File: src/rtl/ip_tx.sv
// IPv4 transmit framer: latches addresses and length, computes the header checksum over 11 cycles,
// then emits the 20-byte header followed seamlessly by the forwarded UDP bytes; the MAC paces start via ip_data_req.
module ip_tx #(
  parameter logic [7:0] TTL   = 8'h80,
  parameter logic [7:0] PROTO = 8'h11
) (
  input  logic        clk,
  input  logic        rst,
  input  logic [31:0] source_ip_addr,
  input  logic [31:0] destination_ip_addr,
  input  logic [15:0] udp_send_data_length,
  input  logic        ip_tx_req,
  input  logic        ip_data_req,
  output logic        ip_tx_ready,
  output logic [7:0]  ip_tx_data,
  output logic        ip_tx_last,
  output logic        ip_tx_err,
  output logic        udp_tx_req,
  input  logic        udp_tx_ready,
  output logic        udp_data_req,
  input  logic [7:0]  udp_tx_data
);

  typedef enum logic [1:0] {IDLE, CHECKSUM, SEND_WAIT, IP_SEND} state_t;

  state_t      state;
  logic [31:0] src_r;
  logic [31:0] dst_r;
  logic [15:0] ip_len;
  logic [15:0] udp_fwd;
  logic [15:0] ident;
  logic [15:0] id_r;
  logic [31:0] sum;
  logic [3:0]  ck_cnt;
  logic [15:0] tmo;
  logic [15:0] cnt;

  logic [15:0] pay8;
  logic [15:0] fwd_calc;
  logic [15:0] ck_word;
  logic [15:0] cks;
  logic [7:0]  hdr_byte;

  // UDP datagrams shorter than the Ethernet minimum are padded out to 26 bytes
  assign pay8     = udp_send_data_length + 16'd8;
  assign fwd_calc = (pay8 < 16'd26) ? 16'd26 : pay8;
  assign cks      = ~sum[15:0];

  always_comb begin
    ck_word = 16'h0000;
    case (ck_cnt)
      4'd0:    ck_word = 16'h4500;
      4'd1:    ck_word = ip_len;
      4'd2:    ck_word = id_r;
      4'd3:    ck_word = 16'h4000;
      4'd4:    ck_word = {TTL, PROTO};
      4'd5:    ck_word = src_r[31:16];
      4'd6:    ck_word = src_r[15:0];
      4'd7:    ck_word = dst_r[31:16];
      4'd8:    ck_word = dst_r[15:0];
      default: ck_word = 16'h0000;
    endcase
  end

  always_comb begin
    hdr_byte = 8'h00;
    case (cnt[4:0])
      5'd0:    hdr_byte = 8'h45;
      5'd1:    hdr_byte = 8'h00;
      5'd2:    hdr_byte = ip_len[15:8];
      5'd3:    hdr_byte = ip_len[7:0];
      5'd4:    hdr_byte = id_r[15:8];
      5'd5:    hdr_byte = id_r[7:0];
      5'd6:    hdr_byte = 8'h40;
      5'd7:    hdr_byte = 8'h00;
      5'd8:    hdr_byte = TTL;
      5'd9:    hdr_byte = PROTO;
      5'd10:   hdr_byte = cks[15:8];
      5'd11:   hdr_byte = cks[7:0];
      5'd12:   hdr_byte = src_r[31:24];
      5'd13:   hdr_byte = src_r[23:16];
      5'd14:   hdr_byte = src_r[15:8];
      5'd15:   hdr_byte = src_r[7:0];
      5'd16:   hdr_byte = dst_r[31:24];
      5'd17:   hdr_byte = dst_r[23:16];
      5'd18:   hdr_byte = dst_r[15:8];
      5'd19:   hdr_byte = dst_r[7:0];
      default: hdr_byte = 8'h00;
    endcase
  end

  always_ff @(posedge clk) begin
    if (rst) begin
      state        <= IDLE;
      src_r        <= 32'h0;
      dst_r        <= 32'h0;
      ip_len       <= 16'h0;
      udp_fwd      <= 16'h0;
      ident        <= 16'h0;
      id_r         <= 16'h0;
      sum          <= 32'h0;
      ck_cnt       <= 4'h0;
      tmo          <= 16'h0;
      cnt          <= 16'h0;
      ip_tx_ready  <= 1'b0;
      ip_tx_data   <= 8'h00;
      ip_tx_last   <= 1'b0;
      ip_tx_err    <= 1'b0;
      udp_tx_req   <= 1'b0;
      udp_data_req <= 1'b0;
    end else begin
      ip_tx_err    <= 1'b0;
      udp_tx_req   <= 1'b0;
      udp_data_req <= 1'b0;
      case (state)
        IDLE: begin
          ip_tx_ready <= 1'b0;
          ip_tx_data  <= 8'h00;
          ip_tx_last  <= 1'b0;
          if (ip_tx_req) begin
            src_r   <= source_ip_addr;
            dst_r   <= destination_ip_addr;
            ip_len  <= udp_send_data_length + 16'd28;
            udp_fwd <= fwd_calc;
            id_r    <= ident;
            sum     <= 32'h0;
            ck_cnt  <= 4'h0;
            state   <= CHECKSUM;
          end
        end
        CHECKSUM: begin
          if (ck_cnt < 4'd9)
            sum <= sum + {16'h0000, ck_word};
          else
            sum <= {15'h0000, {1'b0, sum[15:0]} + {1'b0, sum[31:16]}};
          ck_cnt <= ck_cnt + 4'd1;
          if (ck_cnt == 4'd10) begin
            tmo   <= 16'h0;
            state <= SEND_WAIT;
          end
        end
        SEND_WAIT: begin
          ip_tx_ready <= 1'b1;
          if (ip_data_req) begin
            ip_tx_ready <= 1'b0;
            udp_tx_req  <= 1'b1;
            ident       <= ident + 16'd1;
            cnt         <= 16'h0;
            state       <= IP_SEND;
          end else if (tmo == 16'hffff) begin
            ip_tx_ready <= 1'b0;
            ip_tx_err   <= 1'b1;
            state       <= IDLE;
          end else begin
            tmo <= tmo + 16'd1;
          end
        end
        IP_SEND: begin
          cnt <= cnt + 16'd1;
          if (ip_tx_last) begin
            // last byte is on the wire this cycle; requests are ignored until IDLE
            ip_tx_last <= 1'b0;
            ip_tx_data <= 8'h00;
            state      <= IDLE;
          end else if (udp_data_req && !udp_tx_ready) begin
            ip_tx_err  <= 1'b1;
            ip_tx_data <= 8'h00;
            state      <= IDLE;
          end else begin
            ip_tx_data <= (cnt < 16'd20) ? hdr_byte : udp_tx_data;
            // UDP byte 0 lands two cycles after the request, right behind header byte 19
            if (cnt == 16'd17)
              udp_data_req <= 1'b1;
            if (cnt == 16'd19 + udp_fwd)
              ip_tx_last <= 1'b1;
          end
        end
        default: state <= IDLE;
      endcase
    end
  end

endmodule

File: config.mk
export PLATFORM = sky130hd
export DESIGN_NAME = ip_tx
export DESIGN_NICKNAME = d
export VERILOG_FILES = /design/src/rtl/ip_tx.sv
export SDC_FILE = /design/constraint.sdc
export NUM_CORES = 1
export LEC_CHECK = 0
export ABC_AREA = 1
export CAP_MARGIN = 5
export CORE_UTILIZATION = 60
export DETAILED_ROUTE_END_ITERATION = 10
export PLACE_DENSITY = 0.82
export SLEW_MARGIN = 20
export SYNTH_ARGS = -nofsm -noshare
export SYNTH_HDL_FRONTEND = slang
export SYNTH_SLANG_ARGS = --single-unit
File: constraint.sdc
create_clock -name clk -period 8.1 [get_ports clk]
set_input_delay 0.81 -clock clk [delete_from_list [all_inputs] [get_ports clk]]
set_output_delay 0.81 -clock clk [all_outputs]
set_load 0.005 [all_outputs]
### Yosys cells after proc, flatten, opt, wreduce, memory -nomap -nowiden

Index checks and enable logic that the tools add are counted.

* add/subtract/negate cells: 9
* magnitude comparators: 3
* eq/ne operators: 39
* mux-type cells: 39
* bitwise gates (word level): 3
* reduce and logical (&&, ||, !) cells: 18

Operator list (count)
* 16-bit case mux with 9 select lines: 1
* 8-bit case mux with 18 select lines: 1
* 16-bit two-way mux: 5
* 32-bit two-way mux: 2
* 16-bit case mux with 2 select lines: 2
* 32-bit case mux with 2 select lines: 1
* 16-bit by 1-bit adder with 16-bit output (second input constant): 3
* 5-bit by 4-bit equality test with 1-bit output (second input constant): 8
* 32-bit by 16-bit adder with 32-bit output: 1
* 16-bit by 5-bit less-than comparator with 1-bit output (second input constant): 2
* 8-bit two-way mux: 3
* 5-bit equality test (second input constant): 4
* 16-bit by 16-bit adder with 17-bit output: 1
* 16-bit by 4-bit adder with 16-bit output (second input constant): 1
* 16-bit by 5-bit adder with 16-bit output (second input constant): 1
* 5-bit by 16-bit adder with 16-bit output (first input constant): 1
* 16-bit equality test: 1
* 16-bit equality test (second input constant): 1
* 16-bit by 5-bit equality test with 1-bit output (second input constant): 1
* 4-bit by 3-bit equality test with 1-bit output (second input constant): 4
* 16-bit NOT: 1
* 8-bit case mux with 2 select lines: 1
* 5-bit by 3-bit equality test with 1-bit output (second input constant): 3
* 2-bit two-way mux: 6
* 26 further kinds: 56

* register bits after elaboration: 211
* input bits: 93
* output and inout bits: 13
* logic and storage cells: 128

### Depth between registers and ports, before layout

* word-level depth: 6
* depth in mapped cells: 20
* depth with buffers taken out: 20

### Least setup slack after synthesis

OpenSTA, ideal clock, no wires.

* kind: register to register
* start point: reg ck_cnt[0]
* end point: reg sum[22]
* setup time: 132 ps
* arrival: 2856 ps
* data required time: 7968 ps
* setup slack: 5112 ps
* stages on the path, launching flop included: 19
* buffers on the path: 1
* period minus slack after synthesis: 2988 ps
* cells stage by stage: dfxtp_1 -> inv_1 -> ha_1 -> inv_1 -> nor2_1 -> clkbuf_1 -> a221oi_1 -> nand4_1 -> ha_1 -> fa_1 -> nand2_1 -> nand3_1 -> nand3b_1 -> nand2_1 -> nand3_1 -> nand3_1 -> or2_2 -> nand3_1 -> a21oi_1

* cells in the longest elaborated chain, start to end: 5
* elaborated cells on any way between the ends: 14
* those cells by class: 1 x add/sub; 1 x order compare; 8 x eq/ne; 3 x mux; 1 x reduce/logical

RTL lines
* from (decl): RTL line 34 `logic [3:0] ck_cnt;`
* from (signal assigned): RTL line 136 `ck_cnt <= ck_cnt + 4'd1;`
* 4-bit equality test, or another cell as far along: RTL line 51 `case (ck_cnt)`
* 16-bit case mux with 9 select lines: RTL line 51
* 32-bit by 16-bit adder with 32-bit output: RTL line 133 `sum <= sum + {16'h0000, ck_word};`
* 32-bit two-way mux *: RTL line 132 `if (ck_cnt < 4'd9)`
* 32-bit case mux with 2 select lines *: RTL line 115 `case (state)`
* to (signal assigned): RTL line 133
* to (signal assigned): RTL line 135 `sum <= {15'h0000, {1'b0, sum[15:0]} + {1'b0, sum[31:16]}};`
* to (decl): RTL line 33 `logic [31:0] sum;`

Mark *: on every way between the ends. The rest lies on a longest branch, timed or not.
A chain may end at the register's enable or synchronous reset.

### Final worst setup path

Ends and elaborated chain as after synthesis.

==> results.cfg <==
[status]
status = finished, final reports clean

[clocking]
post_cts.repair.setup_buffers = 0
cts-resized-gates = 0
cts.path.max_buffers = 3
cts.sink_count = 211
numCtsBuffers = 23
hold_bufs_at_cts = 0
tritoncts = done
insertion_delay_ns = 0.54
clock_tree.root_cell = sky130_fd_sc_hd__clkbuf_16
clk_transition_reported_paths_ns = 0.06
cts_htree_levels = 1

[pwr]
p_per_area_nw_per_um2 = 227.2
power_leakage_nw = 6.430
fin_total_pwr_mw = 3.500
peakVddDrop_uv = 191.1

[synthesis]
post_synth.cell_area_avg_um2 = 6.360
post_synth_edffs = 0
postSynthNetCount = 2263
synth_most_common_cell = sky130_fd_sc_hd__nand2_1
synth_flop_cell = sky130_fd_sc_hd__dfxtp_1
synth.top_cells.by_area = sky130_fd_sc_hd__dfxtp_1 (31%), sky130_fd_sc_hd__nand2_1 (14%), sky130_fd_sc_hd__nor2_1 (7.7%)
share_of_synthesized_area_occupied_by_flip_flops_and_latches = 0.3143
synth_area_um2 = 13440
async_reset_ff_frac = 0
synthDominantAreaCellType = sky130_fd_sc_hd__dfxtp_1
netlist.area_leader.share = 0.3143
synth_common_cells = sky130_fd_sc_hd__nand2_1 (507), sky130_fd_sc_hd__nor2_1 (277), sky130_fd_sc_hd__inv_1 (238)
post_synth_num_cell_types = 53
postSynthRegisterBits = 211
yosys_warnings = 0
netlist_instances = 2113

[setup_path]
worstSetupPathType = flip-flop to flip-flop
setup.worst_path.end_class = flip-flop
data_arrival_time_of_the_critical_path_ns = 4.25
crit_path_max_fo = 11
setup.reg_to_reg.worst_slack_ns = 4.22
cp_data_required_time_ns = 8.47
startpoint_of_the_worst_slack_reg_to_reg_timing_path = ck_cnt[0]$_SDFFE_PP0P_
timing.rr.end = sum[22]$_SDFFE_PP0P_
reg2regPathDepth = 18
timing.critical_path.from_type = flip-flop

[route]
drt_first_pass_iters = 6
detailroute.via_count = 14700
vias_per_cell = 5.922
dr.first_iter.drc_count = 1307
route.detailed.wl_per_inst_um = 18.49
routed_wirelength_um = 45910
post-route-drc-count = 0
ant_nets = 0

[die]
core-area_um2 = 21890
die_w_um = 151.7
pin_count = 106
die_area_um2 = 23000
die_y_um = 151.7
initial_utilization = 0.6139
total_number_of_placement_rows = 54

[timing]
clock_skew_ns = 0.01982
least_setup_slack_across_all_paths_after_layout_ns = 4.216
worst_slew_margin_rel = 0.2812
final-max-slew-violation-count = 0
layout_worst_path_cycle_share = 0.4795
report.final.hold_viol_count = 0
max_freq_ghz = 0.2575
report.final.setup_viol = 0
time_the_worst_path_needs_with_i_o_delays_and_setup_ns = 3.884
hold_slack_ns = 0.4443
worst_slew_pin_slew_ns = 1.072
grt_setup_unrepaired = false
fin_setup_tns_ns = 0

[global_routing]
grt_util_met2 = 0.6795
grt_pass1_wl_um = 70700
grt_util_met1 = 0.4807
grt_antenna_before_repair = 0
grt_use_met3 = 0.06317
vias_in_the_first_global_route = 13550
grt-busiest-layer = met2
gr-usage-all-layers = 0.3963
grt-ovfl-total = 0
grt_max_degree = 122

[finish]
antenna_cells = 0
post_route_cells_drive_above_1_share = 0.04766
finish.net_count = 2339
fill_cells = 1865
area_growth_syn_to_layout_pct = 14.64
finalCoreUtilization = 0.7038

[placement]
port_buffers = 105
dpl_worst_slack_ns = 4.343
gp_congestion = 1.128
detailedPlacementHpwl_um = 34640

[min_path]
class_of_the_tightest_hold_or_removal_check = flip-flop to flip-flop
worstHoldEndpoint = tmo[8]$_SDFFE_PP0P_
whs_path_depth = 2
worst_hold_startpoint = tmo[8]$_SDFFE_PP0P_

[run]
max_cap_violations = 0
## power by group
group          internal, mW  switching (mW)
combinational         0.318           0.714
sequential             1.21           0.179
clock                 0.633           0.449
## worst max-delay path, cell delays in order, from the launching register on
cell,delay [ns]
sky130_fd_sc_hd__dfxtp_1,0.35
sky130_fd_sc_hd__inv_1,0.14
sky130_fd_sc_hd__ha_1,0.17
sky130_fd_sc_hd__inv_1,0.08
sky130_fd_sc_hd__nor2_1,0.72
sky130_fd_sc_hd__inv_1,0.31
sky130_fd_sc_hd__nor2_1,0.19
sky130_fd_sc_hd__a221oi_1,0.06
sky130_fd_sc_hd__o2111ai_1,0.14
sky130_fd_sc_hd__ha_1,0.37
sky130_fd_sc_hd__a21oi_1,0.28
sky130_fd_sc_hd__o21ai_0,0.14
sky130_fd_sc_hd__inv_1,0.10
sky130_fd_sc_hd__nand2_1,0.07
sky130_fd_sc_hd__nand2_1,0.06
sky130_fd_sc_hd__nand3_1,0.11
sky130_fd_sc_hd__or2_2,0.29
sky130_fd_sc_hd__nand3_1,0.07
sky130_fd_sc_hd__a21oi_1,0.07
## per-stage QoR
stage / instances / instance area, µm²
after global placement: 2444 / 14660
after global routing: 2483 / 15410
final: 2483 / 15410
after CTS: 2483 / 15410
after detailed placement: 2444 / 14660
after floorplan: 2113 / 13440
## routing by layer
layer,share of wire,up-vias
met1,0.40,6763
li1,-,7106
met4,0.051,0
met3,0.079,147
met5,0,-
met2,0.47,688
## cell usage in the layout, fill, tap and decap left out, drive strengths merged, types with 8 or more instances in the layout
cell type / Yosys / routed
ha: 55 / 55
clkbuf: 54 / 28
nand2: 515 / 515
o21bai: 10 / 10
dfxtp: 211 / 211
nor3: 39 / 39
buf: 10 / 11
nor2: 302 / 302
o22ai: 10 / 10
nand4: 38 / 38
clkinv: 2 / 8
nor4: 9 / 9
a221oi: 17 / 17
xor2: 28 / 28
o21ai: 172 / 172
a21oi: 176 / 176
clkdlybuf4s50: 0 / 104
o211ai: 12 / 12
inv: 247 / 248
nand3: 150 / 150
xnor2: 10 / 10
## final cells by class
type,count,area (µm²),share of cell area
clock buffers,28,614.3,0.03987
repair buffers,115,1121,0.07276
clock inverters,11,136.4,0.008852
inverters,249,938.4,0.06091
flip-flops and latches,211,4224,0.2742
well taps,280,350.3,0.02274
multi-input cells,1589,8023,0.5207
## how the worst max path moves through the flow
| stage | start | end | cells past startpoint |
|---|---|---|---|
| 5_1_grt | ck_cnt[0]$_SDFFE_PP0P_ | sum[22]$_SDFFE_PP0P_ | 18 |
| 2_1_floorplan | ck_cnt[0]$_SDFFE_PP0P_ | sum[22]$_SDFFE_PP0P_ | 18 |
| 3_3_place_gp | ck_cnt[1]$_SDFFE_PP0P_ | sum[19]$_SDFFE_PP0P_ | 17 |
| 3_5_place_dp | ck_cnt[0]$_SDFFE_PP0P_ | sum[22]$_SDFFE_PP0P_ | 18 |
| 4_1_cts | ck_cnt[0]$_SDFFE_PP0P_ | sum[22]$_SDFFE_PP0P_ | 18 |
| 6_report | ck_cnt[0]$_SDFFE_PP0P_ | sum[22]$_SDFFE_PP0P_ | 18 |
## flip-flops by register name, summed over array words and instances (netlist names)
| signal | cells |
|---|---|
| ip_len | 16 |
| ip_tx_last | 1 |
| sum | 32 |
| ident | 16 |
| id_r | 16 |
| udp_fwd | 16 |
| state | 2 |
| udp_data_req | 1 |
| src_r | 32 |
| dst_r | 32 |
| ck_cnt | 4 |
| ip_tx_ready | 1 |
| tmo | 16 |
| udp_tx_req | 1 |
| cnt | 16 |
| ip_tx_err | 1 |
| ip_tx_data | 8 |
## cells by family after synthesis
| logic type | count (synthesis) | share of synthesized area |
|---|---|---|
| compound gates | 429 | 0.1779 |
| xor+xnor | 38 | 0.02476 |
| fa+ha+maj | 57 | 0.05419 |
| buf+inv | 313 | 0.08928 |
| flops | 211 | 0.3143 |
| simple gates | 1065 | 0.3395 |
No activity file was read; power rests on OpenSTA's default activity.
